$ cat config.mk
export PLATFORM = sky130hd
export DESIGN_NAME = imem_arbiter
export DESIGN_NICKNAME = d
export VERILOG_FILES = /design/src/rtl/imem_arbiter.sv
export SDC_FILE = /design/constraint.sdc
export NUM_CORES = 1
export LEC_CHECK = 0
export CORE_AREA = 2 2 96 98
export DETAILED_ROUTE_END_ITERATION = 7
export DIE_AREA = 0 0 98 100
export HOLD_SLACK_MARGIN = 0.15
export PLACE_DENSITY = 0.68
export SYNTH_ARGS = -nofsm -noshare
export SYNTH_HDL_FRONTEND = slang
export SYNTH_SLANG_ARGS = --single-unit
export TNS_END_PERCENT = 10
$ cat constraint.sdc
create_clock -name clk -period 1.3 [get_ports clk]
set_input_delay 0.195 -clock clk [delete_from_list [all_inputs] [get_ports clk]]
set_output_delay 0.195 -clock clk [all_outputs]
set_load 0.005 [all_outputs]
$ cat src/rtl/imem_arbiter.sv
// imem_arbiter: shares one single-port synchronous instruction memory between
// the core fetch stage (read-only) and the program loader / debug port
// (read/write). The loader can halt fetch, access memory, then release it.
//
// Optional feature macro: IMEM_ARB_STARVE_GUARD_EN (fetch starvation guard).
//
// Ports:
//   clk, rst            clock, synchronous active-high reset
//   f_req/f_addr        fetch request and byte address
//   f_gnt               fetch accepted this cycle (combinational)
//   f_rvalid/f_rdata    fetch response, one cycle after accept
//   l_req/l_we/l_addr/l_wdata  loader request
//   l_gnt               loader accepted this cycle (combinational)
//   l_rvalid/l_rdata    loader read response, one cycle after accept
//   l_halt              loader requests fetch halt (level)
//   halt_ack            fetch halted and no fetch response pending
//   misalign            sticky flag: an accepted address had addr[1:0] != 0
//   mem_en/mem_we/mem_addr/mem_wdata/mem_rdata  memory macro interface
module imem_arbiter #(
  parameter int unsigned AddrWidth = 32,
  parameter int unsigned Depth     = 512,
  parameter int unsigned StarveMax = 4
) (
  input  logic                     clk,
  input  logic                     rst,
  input  logic                     f_req,
  input  logic [AddrWidth-1:0]     f_addr,
  output logic                     f_gnt,
  output logic                     f_rvalid,
  output logic [31:0]              f_rdata,
  input  logic                     l_req,
  input  logic                     l_we,
  input  logic [AddrWidth-1:0]     l_addr,
  input  logic [31:0]              l_wdata,
  output logic                     l_gnt,
  output logic                     l_rvalid,
  output logic [31:0]              l_rdata,
  input  logic                     l_halt,
  output logic                     halt_ack,
  output logic                     misalign,
  output logic                     mem_en,
  output logic                     mem_we,
  output logic [$clog2(Depth)-1:0] mem_addr,
  output logic [31:0]              mem_wdata,
  input  logic [31:0]              mem_rdata
);

  localparam int unsigned IdxW = $clog2(Depth);

  typedef enum logic [1:0] {RUN, DRAIN, HALTED} state_t;

  state_t                 state_q, state_d;
  logic                   rd_valid_q;
  logic                   rd_owner_q;   // 1: loader owns the pending read
  logic                   misalign_q;
  logic                   force_fetch;
  logic                   f_acc, l_acc, f_pend;
  logic [AddrWidth-1:0]   acc_addr;

  // Starvation guard: after StarveMax loader wins over a waiting fetch,
  // fetch takes the next contended cycle.
`ifdef IMEM_ARB_STARVE_GUARD_EN
  localparam int unsigned CntW = $clog2(StarveMax + 1);
  logic [CntW-1:0] starve_q;

  assign force_fetch = (state_q == RUN) && f_req && (starve_q == CntW'(StarveMax));

  always_ff @(posedge clk) begin
    if (rst) begin
      starve_q <= '0;
    end else if (f_acc || !f_req) begin
      starve_q <= '0;
    end else if (l_acc && (state_q == RUN) && (starve_q != CntW'(StarveMax))) begin
      starve_q <= starve_q + CntW'(1);
    end
  end
`else
  logic unused_starve_max;
  assign unused_starve_max = ^32'(StarveMax);
  assign force_fetch       = 1'b0;
`endif

  // Grants: loader priority, fetch only in RUN, nothing while in reset.
  always_comb begin
    f_gnt = 1'b0;
    l_gnt = 1'b0;
    if (!rst) begin
      l_gnt = l_req && !force_fetch;
      f_gnt = (state_q == RUN) && f_req && (!l_req || force_fetch);
    end
  end

  assign f_acc  = f_req && f_gnt;
  assign l_acc  = l_req && l_gnt;
  assign f_pend = rd_valid_q && !rd_owner_q;

  // Memory strobe; address and data forced to zero when idle.
  always_comb begin
    acc_addr  = '0;
    mem_en    = f_acc || l_acc;
    mem_we    = l_acc && l_we;
    mem_wdata = '0;
    if (l_acc) begin
      acc_addr  = l_addr;
      mem_wdata = l_wdata;
    end else if (f_acc) begin
      acc_addr  = f_addr;
    end
    // Truncation to the word index gives the modulo-Depth wrap.
    mem_addr = IdxW'(acc_addr >> 2);
  end

  // Next-state logic for the halt handshake.
  always_comb begin
    state_d = state_q;
    case (state_q)
      RUN:     if (l_halt) state_d = DRAIN;
      DRAIN:   begin
        if (!l_halt)     state_d = RUN;
        else if (!f_pend) state_d = HALTED;
      end
      HALTED:  if (!l_halt) state_d = RUN;
      default: state_d = RUN;
    endcase
  end

  always_ff @(posedge clk) begin
    if (rst) begin
      state_q    <= RUN;
      rd_valid_q <= 1'b0;
      rd_owner_q <= 1'b0;
      misalign_q <= 1'b0;
    end else begin
      state_q    <= state_d;
      rd_valid_q <= f_acc || (l_acc && !l_we);
      rd_owner_q <= l_acc;
      if ((f_acc || l_acc) && (acc_addr[1:0] != 2'b00)) misalign_q <= 1'b1;
    end
  end

  // Response routing; a reset in the response cycle drops it.
  assign f_rvalid = rd_valid_q && !rd_owner_q && !rst;
  assign l_rvalid = rd_valid_q &&  rd_owner_q && !rst;
  assign f_rdata  = f_rvalid ? mem_rdata : 32'h0;
  assign l_rdata  = l_rvalid ? mem_rdata : 32'h0;
  assign halt_ack = (state_q == HALTED) && !rst;
  assign misalign = misalign_q;

endmodule

==> impl_metrics.tcl <==
set metrics [dict create \
    status "finished, violations left" \
    violations "setup timing" \
    vias_per_cell 3.81 \
    power_density_nw_per_um2 351 \
    netlist_area_sq_um 966 \
    vias 1858 \
    finalNonFillerCells 488 \
    finalCritPeriodShare_pct 131 \
    hold_start "rst" \
    grt_max_degree 17 \
    totalPowerFinal_mw 1.18 \
    yosysMostFrequentCell "and2_1" \
    synthCells 142 \
    arrival_ps 1510 \
    yosys_warnings 0 \
    die_x_um 98 \
    setup_violations 79 \
    ant_nets 0 \
    cp_max_fo 3 \
    wl_um 6520 \
    dp_hpwl_um 4670 \
    fin_skew_ps 0.703 \
    grt_pass1_vias 1853 \
    clkTransAtPathRegs_ps 40 \
    min_path_type "primary input to flop" \
    r2r_start "state_q[1]" \
    pin_count 247 \
    synth.distinct_cells 21 \
    worstMarginPinSlew_ps 252 \
    synth_flop_cell "dfxtp_1" \
    die_area_sq_um 9800 \
    ir_drop_uv 269 \
    final_nets 512 \
    cts.hold.buffers_added 0 \
    htree_levels 1 \
    ys_seq_elements 5 \
    place_congestion 0.763 \
    dpl.cell_count 459 \
    syn_nets 276 \
    hold_viol_final 0 \
    leakagePower_nw 1.69 \
    cap_viol_max_count 0 \
    areaGrowthSynthToFinish_pct 248 \
    firstDrtPassIters 2 \
    grt_usage_pct 12.3 \
    synth_area_leader_cell "and2_1" \
    ctsLongestPathBuffers 2 \
    ys_seq_area_share_pct 10.4 \
    criticalPathCategory "flop to output pin" \
    worstSetupStartpointType "flop" \
    synth_area_leaders "and2_1 63%, dfxtp_1 10%, a22o_1 8.2%" \
    grt_antenna_before_repair 0 \
    diodes 0 \
    finalMaxSlewViolations 0 \
    drcViolationCount 0 \
    synth_edf_count 0 \
    synthArstFlopShare_pct 0 \
    cts_tree "built" \
    setup_ws_ps -403 \
    drive_gt1_share_pct 48.5 \
    wl_per_cell_um 13.4 \
    crit_path_end_kind "output pin" \
    worstSetupStartpoint "state_q[1]" \
    grt_pass1_wl_um 9560 \
    die_y_um 100 \
    portBuffers 204 \
    required_ps 1110 \
    rows 35 \
    fmax_ghz 0.587 \
    avgSynthCellArea_sq_um 6.80 \
    synth_commonest_cells "97 x and2_1, 9 x a22o_1, 6 x buf_2" \
    max-slew-margin-rel_pct 83.1 \
    yosys.area.top_type_share_pct 62.8 \
    fin_setup_tns_ps -17410 \
    start_util_pct 10.9 \
    fin_crit_ps 1700 \
    drtIter0Drc 10 \
    cts_root_buf "clkbuf_8" \
    grt_overflow_total 0 \
    rsz0062_at_grt "true" \
    cts_sinks 5 \
    core_area_sq_um 8890 \
    cts_made_buffers 3 \
    clock_latency_ps 220 \
]
==> power by group <==
part           switching, mW  internal, mW
clock network         0.0808         0.211
registers             0.0103         0.166
logic                  0.212         0.497
==> layout by cell type, fill, tap and decap left out, types with 4 or more instances in the layout <==
| cell type | synthesis | routed |
|---|---|---|
| a22o_1 | 9 | 9 |
| and2_1 | 97 | 75 |
| and2_4 | 0 | 22 |
| buf_16 | 0 | 6 |
| buf_2 | 6 | 37 |
| buf_4 | 0 | 14 |
| buf_6 | 1 | 36 |
| clkbuf_2 | 3 | 46 |
| clkdlybuf4s15_1 | 0 | 5 |
| clkdlybuf4s50_1 | 0 | 89 |
| dfxtp_2 | 0 | 4 |
==> logic make-up (layout without fill, tap and decap cells) <==
family	Yosys count	in the layout	synth area share, %
AND/OR/NAND/NOR	110	110	71.5
AO/OA/AOI/OAI	14	14	11.1
buffers and inverters	13	248	6.99
flip-flops	5	5	10.4
==> state kept, by name, summed over array words and instances, names as in the netlist <==
register,count
rd_owner_q,1
state_q,2
misalign,1
rd_valid_q,1
==> worst max-delay path: stages (launching register included) <==
cell and delay (ps):
dfxtp_2 320, nor4_4 290, nand2_2 160, buf_4 170, buf_6 100, buf_6 110, nand2_4 50, buf_6 90
==> area by class of cell <==
type / count / area (sq um)
fillers: 924 / 5530
repair buffers: 240 / 2150
multi-input cells: 124 / 891
well taps: 111 / 139
flip-flops and latches: 5 / 105
clock buffers: 4 / 45.0
inverters: 3 / 21.3
repair inverters: 1 / 7.51
==> metrics by stage <==
stage	worst slack (ps)	hold slack, ps	utilization [%]	cell area (sq um)
after floorplan	127	289	-	966
after global placement	-833	488	36.2	3220
after detailed placement	-942	499	36.2	3220
after CTS	-418	325	37.9	3370
after global routing	-477	335	37.8	3360
final	-403	325	37.8	3360
==> final timing paths <==
path,endpoint,slack [ps],cells after the start
worst max register to register,misalign,-190,7
worst max-delay path,mem_en,-400,7
worst min register to register,state_q[0],480,1
worst min-delay path,misalign,330,3
==> timing repair <==
action,CTS,global route
buffers inserted,16,3
gates cloned,7,1
resized for setup,379,102
setup endpoints to repair,114,108
pin swaps,27,14
==> metal layers <==
| layer | routed length (um) | up-vias | global-route usage, % |
|---|---|---|---|
| met3 | 541 | 6 | 2.23 |
| met1 | 2300 | 809 | 13.3 |
| met4 | 127 | 0 | 3.74 |
| li1 | - | 920 | - |
| met5 | 0 | - | 0 |
| met2 | 3550 | 123 | 24.3 |
Power figures use the tool's default switching activity.
==> RTL edit (config.mk and constraints unchanged) <==
The parameter `Depth` goes from 512 to 128.
--- a/src/rtl/imem_arbiter.sv
+++ b/src/rtl/imem_arbiter.sv
@@ -18,7 +18,7 @@
 //   mem_en/mem_we/mem_addr/mem_wdata/mem_rdata  memory macro interface
 module imem_arbiter #(
   parameter int unsigned AddrWidth = 32,
-  parameter int unsigned Depth     = 512,
+  parameter int unsigned Depth     = 128,
   parameter int unsigned StarveMax = 4
 ) (
   input  logic                     clk,
Ports: changed (resized mem_addr); port bits go from 247 to 245. No check against the original RTL was run, so the function may have changed too.
==> RTL edit against the original RTL <==
  * The run still ends with negative setup slack left
  * Synthesized cell count is 1.4% lower
  * Sequential cell count is the same
  * Synthesized area decreased by 2.5%
  * Routed wire length decreased by 1.2%
  * Final area shrank 0.52%
  * Power shrank 5.7%
  * Highest routed layer unchanged
  * Die area unchanged
  * Non-clock buffer count down 14
  * Clock skew increased by 0.99 ps
  * Setup slack improved by 140 ps
  * Largest cell class unchanged
==> RTL edit: results (changes against the original RTL) <==
Clock network
  – CTS Buffer Depth: 2 (unchanged)
  – CTS HTree Levels: 1 (unchanged)
  – Number of CTS-inserted buffers: 3 (unchanged)
  – Clk Tree Root Cell: clkbuf_8

Cells and area
  – Register area: 104 sq um (-1.2%)
  – Clkbuf count: 4 (unchanged)
  – Post-layout nets: 495 (-3.3%)
  – Sequential fraction of total cell area: 3.11% (-0.021 points)
  – Layout cells sized above 1: 41.7% (-6.9 points)
  – Signal buffers: 226 (-5.8%)
  – Non-clock inverters: 3 (-1)
  – Final-layout fill cell count: 905 (-2.1%)
  – NonClk Buf Share: 64.3% (+0.30 points)
  – Multi-input comb cells: 122 (-1.6%)
  – Multi-input logic area: 888 sq um (-0.28%)
  – Most flop-heavy register: state_q
  – Clock buf/inv share: 1.35% (+0.0070 points)

Timing
  – Final Setup Violations: 74 (-6.3%)
  – Skew final: 1.70 ps (+0.995 ps)
  – Worst-Margin Slew: 201 ps (-50.2 ps)
  – Setup WS post-layout: -266 ps (+137 ps)

GRT
  – Gr usage total: 11.6% (-0.74 points)
  – Vias in the first global route: 1854 (+0.054%)
  – First-pass GRT wire length: 9.22 mm (-3.5%)
  – Largest net degree at the start of global routing: 34 (+17)

Placement
  – RePlAce Congestion: 0.734 (-3.8%)
  – Post-DP HPWL: 5.01 mm (+7.3%)
  – Port bufs: 198 (-2.9%)
  – DP Area: 0.00314 sq mm (-2.3%)

Critical path
  – Crit path largest cell delay: 320 ps (about the same)
  – Worst reg2reg startpoint: state_q[1]
  – Setup CP Type: reg2out
  – Worst path slowest cell: dfxtp_2
  – Crit-path max FO: 3 (unchanged)
  – CP Data Arrival Time: 1370 ps (-140 ps)
  – R2r setup slk: 300 ps (+490 ps)

Route
  – Detailed Route WL: 6.44 mm (-1.2%)
  – Vias/cell: 3.79 (-0.35%)
  – Initial DRC Count: 9 (-1)
  – DR pass1 iterations: 3 (+1)

Floorplan
  – Die Area: 0.00980 sq mm (unchanged)

Logic synthesis
  – Synth area leaders: and2_1 64%, dfxtp_1 11%, a22o_1 6.5%
  – Post-synthesis sequential area ratio: 10.6% (+0.26 points)
  – Asr flop ratio synth: 0% (unchanged)
  – Primary FF master, synth: dfxtp_1
  – Most frequent cells after synthesis: 97 x and2_1, 7 x a22o_1, 7 x buf_2
  – Post-Synthesis Net Count: 274 (-0.72%)
  – Post-synth cell types: 20 (-4.8%)

Worst hold path
  – Min-Delay Path Class: in2reg
  – Hold Startpoint: rst

Pwr
  – P_leak: 1.68 nW (-0.18%)
  – Peak supply drop: 408 uV (+52%)

Outcome
  – Status: complete, but fails checks
  – Violated checks: negative setup slack
==> RTL edit: changes by cell type in the layout (fill, tap and decap cells not counted), moves of 8 or more <==
cell	unedited run	this run
and2_4	22	31
dlygate4sd2_1	1	33
and2_1	75	66
buf_2	37	29
clkbuf_2	46	12
clkdlybuf4s15_2	1	10
==> RTL edit: timing repair <==
item,CTS,global route
setup buffers,14,3
gates resized for setup,292,120
pin swaps,10,30
cloned,2,3
setup endpoints to repair,111,79
==> RTL edit: kinds of logic after synthesis <==
family | share of synthesized area [%]
and+or+nand+nor | 73.3
buffers and inverters | 6.51
AOI/OAI and AO/OA | 9.56
DFF | 10.6
==> RTL edit: per-stage QoR <==
step | std cells | TNS, ps | hold slack [ps] | setup WS [ps]
after floorplan | 140 | 0 | 289 | 149
after global placement | 449 | -86540 | 488 | -881
after detailed placement | 449 | -89670 | 489 | -998
after CTS | 469 | -19300 | 285 | -499
after global routing | 471 | -18590 | 297 | -334
final | 471 | -14010 | 281 | -266
==> RTL edit: power by group <==
part / internal [mW] / switching [mW]
clock: 0.210 / 0.0735
combinational: 0.461 / 0.191
sequential: 0.166 / 0.00890
==> RTL edit: worst max-delay path: cells and delay by family (launching register included) <==
| family | cells | cell delay (ps) |
|---|---|---|
| and+or+nand+nor | 2 | 320 |
| buffers and inverters | 4 | 390 |
| AOI/OAI and AO/OA | 1 | 110 |
| DFF | 1 | 320 |
==> RTL edit: final timing paths <==
path                  to  depth (start not counted)
max reg2reg     misalign                          4
max          mem_addr[1]                          7
min reg2reg     misalign                          2
min             misalign                          3
==> RTL edit: per-layer routing <==
| layer | global-route usage, % | wire [microns] |
|---|---|---|
| met1 | 12.2 | 2240 |
| met2 | 22.3 | 3440 |
| met3 | 3.06 | 643 |
| met4 | 3.63 | 110 |
| met5 | 0 | 0 |
